**src/rtl/fetch_pkg.sv**
```systemverilog
// -----------------------------------------------------------------------------
// fetch_pkg
// Shared definitions for the instruction fetch stage:
//   - RESET_PC_DEFAULT : default program counter after reset
//   - PC_INC           : byte increment between sequential fetches
//   - instruction field positions (opcode/rd/rs1/rs2/imm) for downstream users
//   - fetch_state_t    : fetch state machine encoding {RUN, FAULT}
//   - is_word_aligned  : helper for the redirect alignment check
// Optional feature macro used by the importing files: FETCH_ALIGN_CHECK_EN
// -----------------------------------------------------------------------------
package fetch_pkg;

  localparam logic [31:0] RESET_PC_DEFAULT = 32'h0000_0000;
  localparam int unsigned PC_INC           = 4;

  // Instruction field positions (the fetch unit itself never decodes).
  localparam int unsigned OPCODE_MSB = 31;
  localparam int unsigned OPCODE_LSB = 27;
  localparam int unsigned RD_MSB     = 26;
  localparam int unsigned RD_LSB     = 22;
  localparam int unsigned RS1_MSB    = 21;
  localparam int unsigned RS1_LSB    = 17;
  localparam int unsigned RS2_MSB    = 16;
  localparam int unsigned RS2_LSB    = 12;
  localparam int unsigned IMM_MSB    = 11;
  localparam int unsigned IMM_LSB    = 0;

  typedef enum logic {
    RUN   = 1'b0,
    FAULT = 1'b1
  } fetch_state_t;

  function automatic logic is_word_aligned(input logic [1:0] byte_offset);
    return (byte_offset == 2'b00);
  endfunction

endpackage

```
**src/rtl/fetch_pc_gen.sv**
```systemverilog
// -----------------------------------------------------------------------------
// fetch_pc_gen
// Combinational next-PC selection and redirect alignment check.
// Selection priority: redirect target, then +PC_INC on advance, else hold.
// The reset value is applied by the PC register's asynchronous reset branch
// in fetch_unit, which takes precedence over everything selected here.
//
// Ports:
//   pc             in   DATA_WIDTH  current program counter
//   redirect_valid in   1           taken branch/jump this cycle
//   redirect_pc    in   DATA_WIDTH  redirect byte address
//   advance        in   1           fetch stage advances this cycle
//   next_pc        out  DATA_WIDTH  value the PC register loads on the edge
//   misaligned     out  1           redirect this cycle targets a non-word address
//
// Macro FETCH_ALIGN_CHECK_EN:
//   defined   -> target loaded as given, misaligned reported
//   undefined -> target's two low bits forced to zero, misaligned tied low
// -----------------------------------------------------------------------------
module fetch_pc_gen
  import fetch_pkg::*;
#(
  parameter int DATA_WIDTH = 32
) (
  input  logic [DATA_WIDTH-1:0] pc,
  input  logic                  redirect_valid,
  input  logic [DATA_WIDTH-1:0] redirect_pc,
  input  logic                  advance,
  output logic [DATA_WIDTH-1:0] next_pc,
  output logic                  misaligned
);

  localparam logic [DATA_WIDTH-1:0] INC = DATA_WIDTH'(PC_INC);

  logic [DATA_WIDTH-1:0] target;

`ifdef FETCH_ALIGN_CHECK_EN
  assign target     = redirect_pc;
  assign misaligned = redirect_valid && !is_word_aligned(redirect_pc[1:0]);
`else
  localparam logic [DATA_WIDTH-1:0] ALIGN_MASK = ~DATA_WIDTH'(3);
  assign target     = redirect_pc & ALIGN_MASK;
  assign misaligned = 1'b0;
`endif

  always_comb begin
    next_pc = pc;
    if (redirect_valid) begin
      next_pc = target;
    end else if (advance) begin
      // Natural modulo-2^DATA_WIDTH wrap; the PC is not bounded by memory depth.
      next_pc = pc + INC;
    end
  end

endmodule

```
**src/rtl/fetch_unit.sv**
```systemverilog
// -----------------------------------------------------------------------------
// fetch_unit
// Instruction fetch stage. Owns the program counter, drives the word-aligned
// byte address into a combinational instruction memory and captures the
// returned instruction into an IF/ID register with a valid/ready handshake.
// Supports stall, redirect with flush, and an optional misaligned-target fault.
//
// Ports:
//   clk            in   1           rising-edge clock
//   rst_n          in   1           asynchronous active-low reset
//   stall          in   1           hazard hold
//   redirect_valid in   1           taken branch/jump this cycle
//   redirect_pc    in   DATA_WIDTH  redirect byte address
//   imem_addr      out  DATA_WIDTH  byte address to instruction memory (= pc)
//   imem_instr     in   DATA_WIDTH  combinational instruction for imem_addr
//   id_valid       out  1           IF/ID register holds a valid instruction
//   id_ready       in   1           decode accepts id_* this cycle
//   id_instr       out  DATA_WIDTH  captured instruction
//   id_pc          out  DATA_WIDTH  address of id_instr
//   id_seq         out  8           count of captured instructions, mod 256
//   fetch_fault    out  1           sticky misaligned-redirect fault
//
// Macro FETCH_ALIGN_CHECK_EN enables the misaligned-redirect fault and the
// FAULT state; without it fetch_fault is tied low and FAULT is unreachable.
// -----------------------------------------------------------------------------
module fetch_unit
  import fetch_pkg::*;
#(
  parameter int                    DATA_WIDTH = 32,
  parameter int                    MEM_DEPTH  = 256,
  parameter logic [DATA_WIDTH-1:0] RESET_PC   = DATA_WIDTH'(RESET_PC_DEFAULT)
) (
  input  logic                  clk,
  input  logic                  rst_n,
  input  logic                  stall,
  input  logic                  redirect_valid,
  input  logic [DATA_WIDTH-1:0] redirect_pc,
  output logic [DATA_WIDTH-1:0] imem_addr,
  input  logic [DATA_WIDTH-1:0] imem_instr,
  output logic                  id_valid,
  input  logic                  id_ready,
  output logic [DATA_WIDTH-1:0] id_instr,
  output logic [DATA_WIDTH-1:0] id_pc,
  output logic [7:0]            id_seq,
  output logic                  fetch_fault
);

  localparam int IDX_W = $clog2(MEM_DEPTH);

  fetch_state_t          state_reg, state_next;
  logic [DATA_WIDTH-1:0] pc_reg, pc_next;
  logic                  id_valid_reg;
  logic [DATA_WIDTH-1:0] id_instr_reg;
  logic [DATA_WIDTH-1:0] id_pc_reg;
  logic [7:0]            id_seq_reg;
  logic                  advance;
  logic                  misaligned;

  // Word index the instruction memory decodes from imem_addr. The PC itself
  // is never bounded by MEM_DEPTH, so addresses past the end alias silently.
  logic [IDX_W-1:0]      mem_index_unused;
  assign mem_index_unused = pc_reg[IDX_W+1:2];

  fetch_pc_gen #(
    .DATA_WIDTH (DATA_WIDTH)
  ) u_pc_gen (
    .pc             (pc_reg),
    .redirect_valid (redirect_valid),
    .redirect_pc    (redirect_pc),
    .advance        (advance),
    .next_pc        (pc_next),
    .misaligned     (misaligned)
  );

  // Next-state and advance decode.
  always_comb begin
    state_next = state_reg;
    advance    = 1'b0;
    case (state_reg)
      RUN: begin
        // A held IF/ID slot may be refilled only when decode takes it.
        advance = !stall && (!id_valid_reg || id_ready);
        if (misaligned) begin
          state_next = FAULT;
        end
      end
      FAULT: begin
        state_next = FAULT;
      end
      default: begin
        state_next = RUN;
      end
    endcase
  end

  always_ff @(posedge clk or negedge rst_n) begin
    if (!rst_n) begin
      state_reg <= RUN;
    end else begin
      state_reg <= state_next;
    end
  end

  always_ff @(posedge clk or negedge rst_n) begin
    if (!rst_n) begin
      pc_reg <= RESET_PC;
    end else begin
      pc_reg <= pc_next;
    end
  end

  // IF/ID register. Redirect flushes the slot even if decode is accepting it
  // this cycle; an accepted slot that cannot be refilled goes empty.
  always_ff @(posedge clk or negedge rst_n) begin
    if (!rst_n) begin
      id_valid_reg <= 1'b0;
      id_instr_reg <= '0;
      id_pc_reg    <= '0;
      id_seq_reg   <= '0;
    end else if (redirect_valid) begin
      id_valid_reg <= 1'b0;
    end else if (advance) begin
      id_valid_reg <= 1'b1;
      id_instr_reg <= imem_instr;
      id_pc_reg    <= pc_reg;
      id_seq_reg   <= id_seq_reg + 8'd1;
    end else if (id_valid_reg && id_ready) begin
      id_valid_reg <= 1'b0;
    end
  end

  assign imem_addr = pc_reg;
  assign id_valid  = id_valid_reg;
  assign id_instr  = id_instr_reg;
  assign id_pc     = id_pc_reg;
  assign id_seq    = id_seq_reg;

`ifdef FETCH_ALIGN_CHECK_EN
  assign fetch_fault = (state_reg == FAULT);
`else
  assign fetch_fault = 1'b0;
`endif

endmodule

```
**config.mk**
```make
export PLATFORM = sky130hd
export DESIGN_NAME = fetch_unit
export DESIGN_NICKNAME = d
export VERILOG_FILES = /design/src/rtl/fetch_pkg.sv /design/src/rtl/fetch_pc_gen.sv /design/src/rtl/fetch_unit.sv
export SDC_FILE = /design/constraint.sdc
export NUM_CORES = 1
export LEC_CHECK = 0
export BUFFER_PORTS_ARGS = -buffer_cell sky130_fd_sc_hd__buf_2
export CAP_MARGIN = 5
export CORE_MARGIN = 2
export CORE_UTILIZATION = 40
export DETAILED_ROUTE_END_ITERATION = 10
export MAX_ROUTING_LAYER = met4
export PLACE_DENSITY = 0.75
export SYNTH_ARGS = -nofsm -noshare
export SYNTH_HDL_FRONTEND = slang
export SYNTH_HIERARCHICAL = 1
export SYNTH_SLANG_ARGS = --single-unit
export TNS_END_PERCENT = 30
```
**constraint.sdc**
```tcl
create_clock -name clk -period 6.1 [get_ports clk]
set_input_delay 0.305 -clock clk [delete_from_list [all_inputs] [get_ports clk]]
set_output_delay 0.305 -clock clk [all_outputs]
set_load 0.01 [all_outputs]
```
==> Word-level counts from Yosys, hierarchy flattened <==
Cells that the tools add are included.
{ "classes": {"addsub": 2, "mux": 7, "n_bitwise": 2, "n_reduce_logical": 8} }
{ "ops": {"columns": ["op", "count"], "rows": [
  ["$mux 32", 2],
  ["$add 32x3->32 const B", 1],
  ["$add 8x1->8 const B", 1],
  ["$mux 1", 4],
  ["$reduce_bool 3->1", 1],
  ["$logic_and 1x1->1", 2],
  ["$logic_not 1->1", 2],
  ["$not 1->1", 2],
  ["$pmux 1 s2", 1],
  ["$reduce_and 2->1", 1],
  ["$reduce_bool 2->1", 1],
  ["$logic_or 1x1->1", 1]
]} }
{ "word_totals": {"regBits": 106, "output_inout_bits": 106, "wordCells": 25} }

==> Longest topological paths before layout <==
Gate-level depths: netlist of the first run.
{ "logic_depth": {"depth_word": 6, "ltp_mapped": 8, "mapped_depth_nobuf": 6} }

==> Modules after synthesis <==
The synthesis of the first run kept the hierarchy.
{ "by_module_without_submodules": {"columns": ["module", "instances", "cells_per_inst", "area_per_inst_um2", "seq_area_each_um2"], "rows": [
  ["fetch_unit", 1, 209, 3841.2, 2652.5],
  ["fetch_pc_gen", 1, 179, 1059.8, 0.0]
]} }

==> Least setup slack after synthesis of the first run <==
Ideal clock, no wire load.
{ "synth_timing": {"path_kind": "reg2reg", "startpoint": "register id_valid_reg, in the netlist id_valid", "endpoint": "register pc_reg[22], in the netlist imem_addr[22]", "setup_time_ns": 0.082, "arrival_ns": 2.301, "slack_ns": 3.717, "stages_incl_launch_ff": 9, "cell_sequence": "dfrtp_1 -> nor2b_1 -> buf_2 -> nor2_1 -> nand4_1 -> or3_1 -> clkbuf_1 -> or4_1 -> a31oi_1"} }
{ "synth_via": {"elab_chain_cells": 5} }
{ "synth_rtl": {"columns": ["item", "line_no", "text"], "rows": [
  ["start, declared", "fetch_unit.sv:52", "logic id_valid_reg;"],
  ["start signal, assigned", "fetch_unit.sv:116", "id_valid_reg <= 1'b0;"],
  ["start signal, assigned", "fetch_unit.sv:121", "id_valid_reg <= 1'b0;"],
  ["start signal, assigned", "fetch_unit.sv:123", "id_valid_reg <= 1'b1;"],
  ["$logic_not 1->1", "fetch_unit.sv:82", "advance = !stall && (!id_valid_reg || id_ready);"],
  ["$logic_or 1x1->1", "fetch_unit.sv:82", null],
  ["$logic_and 1x1->1", "fetch_unit.sv:82", null],
  ["$mux 1", "fetch_unit.sv:79", "case (state_reg)"],
  ["named net advance", "fetch_unit.sv:56", "logic advance;"],
  ["$reduce_bool 2->1 (no line)", null, null],
  ["end signal, assigned", "fetch_unit.sv:108", "pc_reg <= pc_next;"],
  ["end, declared", "fetch_unit.sv:51", "logic [DATA_WIDTH-1:0] pc_reg, pc_next;"]
]} }
The timed path passes the listed nets, and every way through them passes these cells.
A chain may end at the register's enable or synchronous reset.

==> Final worst setup path of the first run <==
{ "layout_timing": {"startpoint": "register state_reg", "endpoint": "register pc_reg[20], in the netlist imem_addr[20]"} }
{ "layout_via": {"elab_chain_cells": 2} }
{ "layout_rtl": {"columns": ["item", "line_no", "text"], "rows": [
  ["start, declared", "fetch_unit.sv:50", "fetch_state_t state_reg, state_next;"],
  ["start signal, assigned", "fetch_unit.sv:100", "state_reg <= state_next;"],
  ["$mux 1", "fetch_unit.sv:79", null],
  ["named net advance", "fetch_unit.sv:56", null],
  ["$reduce_bool 2->1 (no line)", null, null]
]} }
The timed path passes the listed nets, and every way through them passes these cells.

==> summary.txt, run 1 <==
Outcome
  • Status: complete, but fails checks
  • Violated checks: negative hold slack

Die
  • Die Wd: 115 µm
  • Core area: 12000 µm²
  • FP Rows: 40
  • Initial core utilization: between 40 and 50%
  • IO Pins: 175
  • DIE HEIGHT: 115 µm
  • Die Footprint: about 13000 µm²

Pwr
  • Cell Pwr Density: roughly 260 nW/µm²
  • Max VDD drop: 0.000146 V
  • Leakage power total: 0.00304 µW

Placement
  • Post-DP Area: 5780 µm²
  • Port bufs: 171
  • Post-DP HPWL: 8230 µm
  • Placer's final routability congestion estimate: ~0.83

Final layout
  • Final Cell Area: 6060 µm²
  • Commonest non-fill, non-tap cell in the layout: buf_2
  • Fillcell total: about 1000
  • Ant diodes: 0
  • Layout cells sized above 1: between 40 and 50%
  • Nets: 621
  • Synth-to-Final Area Change: 23.7%
  • Most frequent cells in the layout: 170 x buf_2, 106 x dfrtp_1, 36 x mux2_4

Yosys
  • Post-synth cell types: 44
  • Synth top area share: 54.1%
  • Register area share after synthesis: 54.1%
  • Syn avg cell area: 12.6 µm²
  • Post-synth EDFFs: 0
  • Post-synth net total: between 400 and 500
  • Area contributors post-synth: dfrtp_1 54%, mux2_4 11%, mux2_2 5.7%
  • Synth Instances: 388
  • Asr flop ratio synth: 100%
  • Most area-hungry cell type in the Yosys netlist: dfrtp_1
  • Ys flop type: dfrtp_1
  • YS warnings: 6
  • FF+latch count, synth: 106
  • Netlist Area Pre-Place: 4900 µm²

Critical path
  • Cell family with most CP delay: simple AND/OR/NAND/NOR gates
  • CP Launch Type: flop
  • CP Capture Type: flop
  • Worst path slowest cell: or3_1
  • Crit-path cells: or2_1, nor2_1, nand4_1, or3_1, or4_1, a31oi_1
  • Critical-path maximum fanout: 12
  • CP max stage delay: between 0.6 and 0.7 ns
  • Arr. time, crit path: 3.36 ns
  • Worst setup path class: reg -> reg
  • Worst EP required: around 6.4 ns
  • CP Buf/Inv Count: 0

Detailed routing
  • DRC: 0
  • 1st-iter DRT viols: 221
  • TritonRoute pass-1 iters: 4
  • Total Wirelength: ~12000 µm
  • Post-DRT Antenna Nets: 0
  • Vias per Instance: ~5.3
  • Avg WL per Cell: between 15 and 20 µm
  • Vias: 3723

Timing
  • Worst slew margin: 44.3%
  • Fmax: 322 MHz
  • Period minus WS final: 3.11 ns
  • RSZ-0062 raised after global routing: no
  • Hold Fails Final Rpt: 14
  • Worst Clk Skew: 0.00505 ns
  • Worst-Margin Slew: approximately 0.84 ns
  • Fin crit share: about half
  • Final hold slack: -0.0231 ns
  • Final Slew Violations: 0
  • Setup TNS: 0 ns
  • # setup viols final: 0

Job
  • Max Cap Violations: 0

GRT
  • GRT Residual Overflow: 0
  • Vias in the first global route: 3699
  • Initial antenna violation count: 0
  • Gr usage total: 18.6%
  • Largest net degree at the start of global routing: 56
  • First-pass GRT wire length: 18500 µm

Clock tree
  • Clock sinks: between 100 and 150
  • H-tree depth: 3
  • Root buf cell: clkbuf_16
  • Worst skew pair latency: about 0.35 ns
  • Hold Buf Count CTS: 0
  • Inserted Clock Buffers: 9
  • CTS tree: built
  • Worst-path clk slew: 0.07 ns
  • CTS resizes: 0
  • Post-CTS Setup Inserts: 0
  • Max Root-Sink Buffers: 2

Worst hold path
  • Hold Path Class: in -> async
==> cell families (layout without fill, tap and decap cells) <==
kind of cell	count (synthesis)	in the layout	share of synthesized area, %
adders and majority gates	2	2	0.511
buffers and inverters	29	196	4.29
xor gates and xnor gates	19	19	3.40
muxes	66	66	17.9
other	2	2	0.153
and+or+nand+nor	121	121	14.0
AOI/OAI and AO/OA	43	43	5.62
DFF	106	106	54.1
==> Yosys cell counts (8+ instances only) <==
cell type    n
dfrtp_1    106
nand2_1     32
mux2_4      36
or4_1       15
xor2_1      12
nand3_1     14
nor2_1      15
mux2_2      25
o21ai_0     13
nand4_1      8
a31oi_1     12
o31ai_1     10
clkbuf_1    10
==> path summary, 6_finish.rpt <==
kind | start | end | slack [ns] | depth (start not counted)
max reg2reg | state_reg | imem_addr[20] | 2.99 | 6
max in group asynchronous | rst_n | id_instr[11] | 4.95 | 2
min in group clk | redirect_pc[3] | imem_addr[3] | 0.17 | 3
min reg2reg | state_reg | state_reg | 0.47 | 1
max | state_reg | imem_addr[20] | 2.99 | 6
min | rst_n | id_instr[1] | -0.02 | 1
==> power breakdown <==
group / switching, µW / total [µW] / leakage (µW) / internal (µW)
registers: 50.1 / 801 / 0.00137 / 751
clock network: 249 / 558 / 0.000143 / 310
logic: 98.8 / 196 / 0.00153 / 97.0
==> cell type report <==
cell class                 instances  area, µm²  share of cell area [%]
timing repair buffer             174        881                    14.5
clock buffer                      14        274                    4.52
tap                              147        184                    3.03
inverter                           6       22.5                   0.372
multi-input combinational        253       2040                    33.6
clock inverter                     2       10.0                   0.165
sequential                       106       2650                    43.8
==> routing by layer <==
| metal | global-route usage, % | up-vias | part of all wire, % |
|---|---|---|---|
| li1 | - | 1724 | - |
| met1 | 22.4 | 1825 | 43 |
| met2 | 30.0 | 163 | 47 |
| met3 | 6.41 | 11 | 8.4 |
| met4 | 4.90 | 0 | 1.2 |
| met5 | - | - | 0 |
==> per-stage QoR <==
step	instances	utilization [%]	setup slack [ns]	hold WS [ns]	total power [µW]
floorplan	388	-	3.72	0.00941	901
global placement	686	48.3	3.03	0.365	1000
detailed placement	686	48.3	2.99	0.378	1010
CTS	702	50.7	3.01	0.000471	1580
global route	702	50.7	2.73	0.0214	1630
finish	702	50.7	2.99	-0.0231	1550
No activity file was read; power rests on OpenSTA's default activity.
==> run 2, diff against run 1 <==
ABC_AREA = 1   (was not set)
PLACE_DENSITY = 0.77   (was 0.75)
clock period = 2.8 ns   (was 6.1 ns; I/O delays follow)
==> summary.txt, run 2 <==
Outcome
  • Status: completed

Timing
  • RSZ-0062 raised after global routing: no
  • Period minus WS final: 1.91 ns (-1.20 ns)
  • Worst-Margin Slew: 0.736 ns (-0.0993 ns)
  • Final Slew Violations: 0 (unchanged)
  • Fin crit share: 68.2% (+17 points)
  • # setup viols final: 0 (unchanged)
  • Setup TNS: 0 ns (unchanged)
  • Hold Fails Final Rpt: 0 (-14)
  • Worst Clk Skew: 0.00761 ns (+0.00256 ns)
  • Fmax: 524 MHz (+63%)
  • Worst slew margin: 51.0% (+6.7 points)

Critical path
  • Worst EP required: 3.04 ns (-3.31 ns)
  • Crit-path most repeated cell: nand2_1
  • FF-to-FF Start: id_valid
  • Worst path slowest cell: dfrtp_1
  • Setup slack, reg-to-reg: 0.89 ns (-2.10 ns)
  • Worst reg-to-reg path cell count: 12 (+6)
  • Critical-path maximum fanout: 7 (-5)
  • Arr. time, crit path: 2.15 ns (-1.21 ns)
  • Worst Setup SP: id_valid
  • CP max stage delay: 0.40 ns (-0.28 ns)
  • Crit-path cells: nand2_1, nand2_2, inv_1, nand2_2, nor2_4, nand2_4, nor2_8, nand3_2, nand2_1, nand3_1, nand2_1, inv_1
  • CP Capture Type: flop
  • Crit Reg-Reg Endpoint: imem_addr[26]
  • Worst setup path class: reg -> reg
  • CP Launch Type: flop

Die
  • Initial core utilization: 41.3% (+0.32 points)
  • FP Rows: 40 (unchanged)
  • Die Wd: 116 µm (+0.98%)
  • DIE HEIGHT: 116 µm (+0.98%)
  • Die Footprint: 13400 µm² (+2.0%)
  • Core area: 12100 µm² (+1.3%)
  • IO Pins: 175 (unchanged)

Detailed routing
  • Post-DRT Antenna Nets: 0 (unchanged)
  • Vias: 4654 (+25%)
  • Avg WL per Cell: 13.5 µm (-19%)
  • Vias per Instance: 4.63 (-13%)
  • DRC: 0 (unchanged)
  • 1st-iter DRT viols: 288 (+30%)
  • TritonRoute pass-1 iters: 5 (+1)
  • Total Wirelength: 13600 µm (+16%)

GRT
  • First-pass GRT wire length: 21500 µm (+16%)
  • GRT Residual Overflow: 0 (unchanged)
  • Largest net degree at the start of global routing: 56 (unchanged)
  • Vias in the first global route: 4500 (+22%)
  • Gr usage total: 21.1% (+2.5 points)
  • Initial antenna violation count: 0 (unchanged)

Final layout
  • Final Cell Area: 6670 µm² (+10%)
  • Nets: 903 (+45%)
  • Non-filler instance count after layout: 1005 (+43%)
  • Layout cells sized above 1: 26.0% (-21 points)
  • Synth-to-Final Area Change: 33.3%
  • Most frequent cells in the layout: 305 x nand2_1, 170 x buf_2, 106 x dfrtp_1
  • Commonest non-fill, non-tap cell in the layout: nand2_1
  • Ant diodes: 0 (unchanged)

Yosys
  • Synth Instances: 626 (+61%)
  • Most frequent cell after synthesis: nand2_1
  • Register area share after synthesis: 53.0% (-1.1 points)
  • Synth cell count leaders: 305 x nand2_1, 106 x dfrtp_1, 43 x nand3_1
  • Ys flop type: dfrtp_1
  • YS warnings: 6 (unchanged)
  • Synth top area share: 53.0% (-1.1 points)
  • FF+latch count, synth: 106 (unchanged)
  • Post-synth cell types: 29 (-34%)
  • Area contributors post-synth: dfrtp_1 53%, nand2_1 23%, nand3_1 4.3%
  • Most area-hungry cell type in the Yosys netlist: dfrtp_1
  • Netlist Area Pre-Place: 5000 µm² (+2.0%)
  • Post-synth EDFFs: 0 (unchanged)
  • Syn avg cell area: 7.99 µm² (-37%)
  • Asr flop ratio synth: 100% (unchanged)
  • Post-synth net total: 697 (+52%)

Clock tree
  • H-tree depth: 3 (unchanged)
  • Worst-path clk slew: 0.07 ns (about the same)
  • CTS tree: built
  • Max Root-Sink Buffers: 2 (unchanged)
  • Root buf cell: clkbuf_16
  • Clock sinks: 106 (unchanged)
  • Inserted Clock Buffers: 9 (unchanged)
  • Worst skew pair latency: 0.34 ns (about the same)

Placement
  • Port bufs: 171 (unchanged)
  • Placer's final routability congestion estimate: 0.828 (-0.12%)
  • Dpl cells: 949 (+38%)
  • Post-DP Area: 5990 µm² (+3.6%)
  • Post-DP HPWL: 9180 µm (+12%)

Worst hold path
  • Hold Crit Start: imem_instr[2]
  • Hold EP: id_instr[2]
  • Hold Path Class: in -> reg
  • Hold path cells: 3

Pwr
  • Max VDD drop: 0.000291 V (+100%)
  • Cell Pwr Density: 515 nW/µm² (+100%)
  • Pwr Total: 3430 µW (+120%)
  • Leakage power total: 0.00375 µW (+23%)

Job
  • Max Cap Violations: 0 (unchanged)
==> run 2: changes by cell type after synthesis, sizes merged, moves of 8 or more <==
cell	before	now
nand3	16	45
inv	6	39
nand2	32	310
xor2	12	4
mux2	65	0
or4	20	0
o31ai	10	0
nor2	15	48
a31oi	12	1
==> run 2: where the power goes <==
part	total, µW	internal [µW]	switching (µW)	leakage [µW]
combinational	493	224	270	0.00224
clock	1200	632	566	0.000132
sequential	1740	1640	104	0.00138
total	3430	2490	939	0.00375
==> run 2: final cells by class <==
| type | instances | area, µm² |
|---|---|---|
| clock inverters | 5 | 37.5 |
| clock buffers | 11 | 243 |
| repair buffers | 217 | 1330 |
| multi-input cells | 459 | 2050 |
| well taps | 168 | 210 |
| flip-flops and latches | 106 | 2650 |
| inverters | 39 | 146 |
| fillers | 1141 | 5440 |
==> run 2: critical path: cells and delay by family, from the launching register on <==
kind          cells  cell delay (ns)
flops             1             0.40
buf+inv           2             0.30
simple gates     10             1.10
==> run 2: repair_timing <==
| action | in CTS | in global routing |
|---|---|---|
| buffers inserted | 0 | 0 |
| endpoints found under the setup margin | 0 | 0 |
| resized for setup | 0 | 0 |
| endpoints found under the hold margin | 93 | 0 |
| hold buffers | 40 | 0 |
==> run 2: worst max-delay path by stage <==
stage / endpoint / slack, ns
detailed placement: imem_addr[26] / 0.91
global route: imem_addr[27] / 0.71
finish: imem_addr[26] / 0.89
global placement: imem_addr[26] / 0.96
CTS: imem_addr[26] / 0.88
floorplan: imem_addr[26] / 1.14
==> run 2: per-stage QoR <==
step | worst slack [ns] | hold slack, ns | utilization, %
global route | 0.705 | 0.00841 | 55.1
detailed placement | 0.911 | 0.232 | 49.4
global placement | 0.955 | 0.237 | 49.4
CTS | 0.884 | 0.000961 | 55.1
finish | 0.890 | 0.00536 | 55.1
floorplan | 1.14 | -0.156 | -
==> run 2: layer usage <==
metal / track usage [%] / vias up / wire, µm
met5: - / - / 0
met4: 5.48 / 0 / 140
met3: 3.77 / 14 / 885
met2: 35.4 / 172 / 6510
met1: 26.6 / 2122 / 6020
li1: - / 2346 / -
==> run 2: cell families (layout without fill, tap and decap cells) <==
family,count (synthesis),in the layout,share of synthesized area [%]
AND/OR/NAND/NOR,422,422,36.2
flip-flops,106,106,53.0
buffers and inverters,61,272,5.98
AO/OA/AOI/OAI,22,22,2.23
XOR/XNOR,11,11,1.93
adder cells (fa/ha/maj),2,2,0.500
other,2,2,0.150
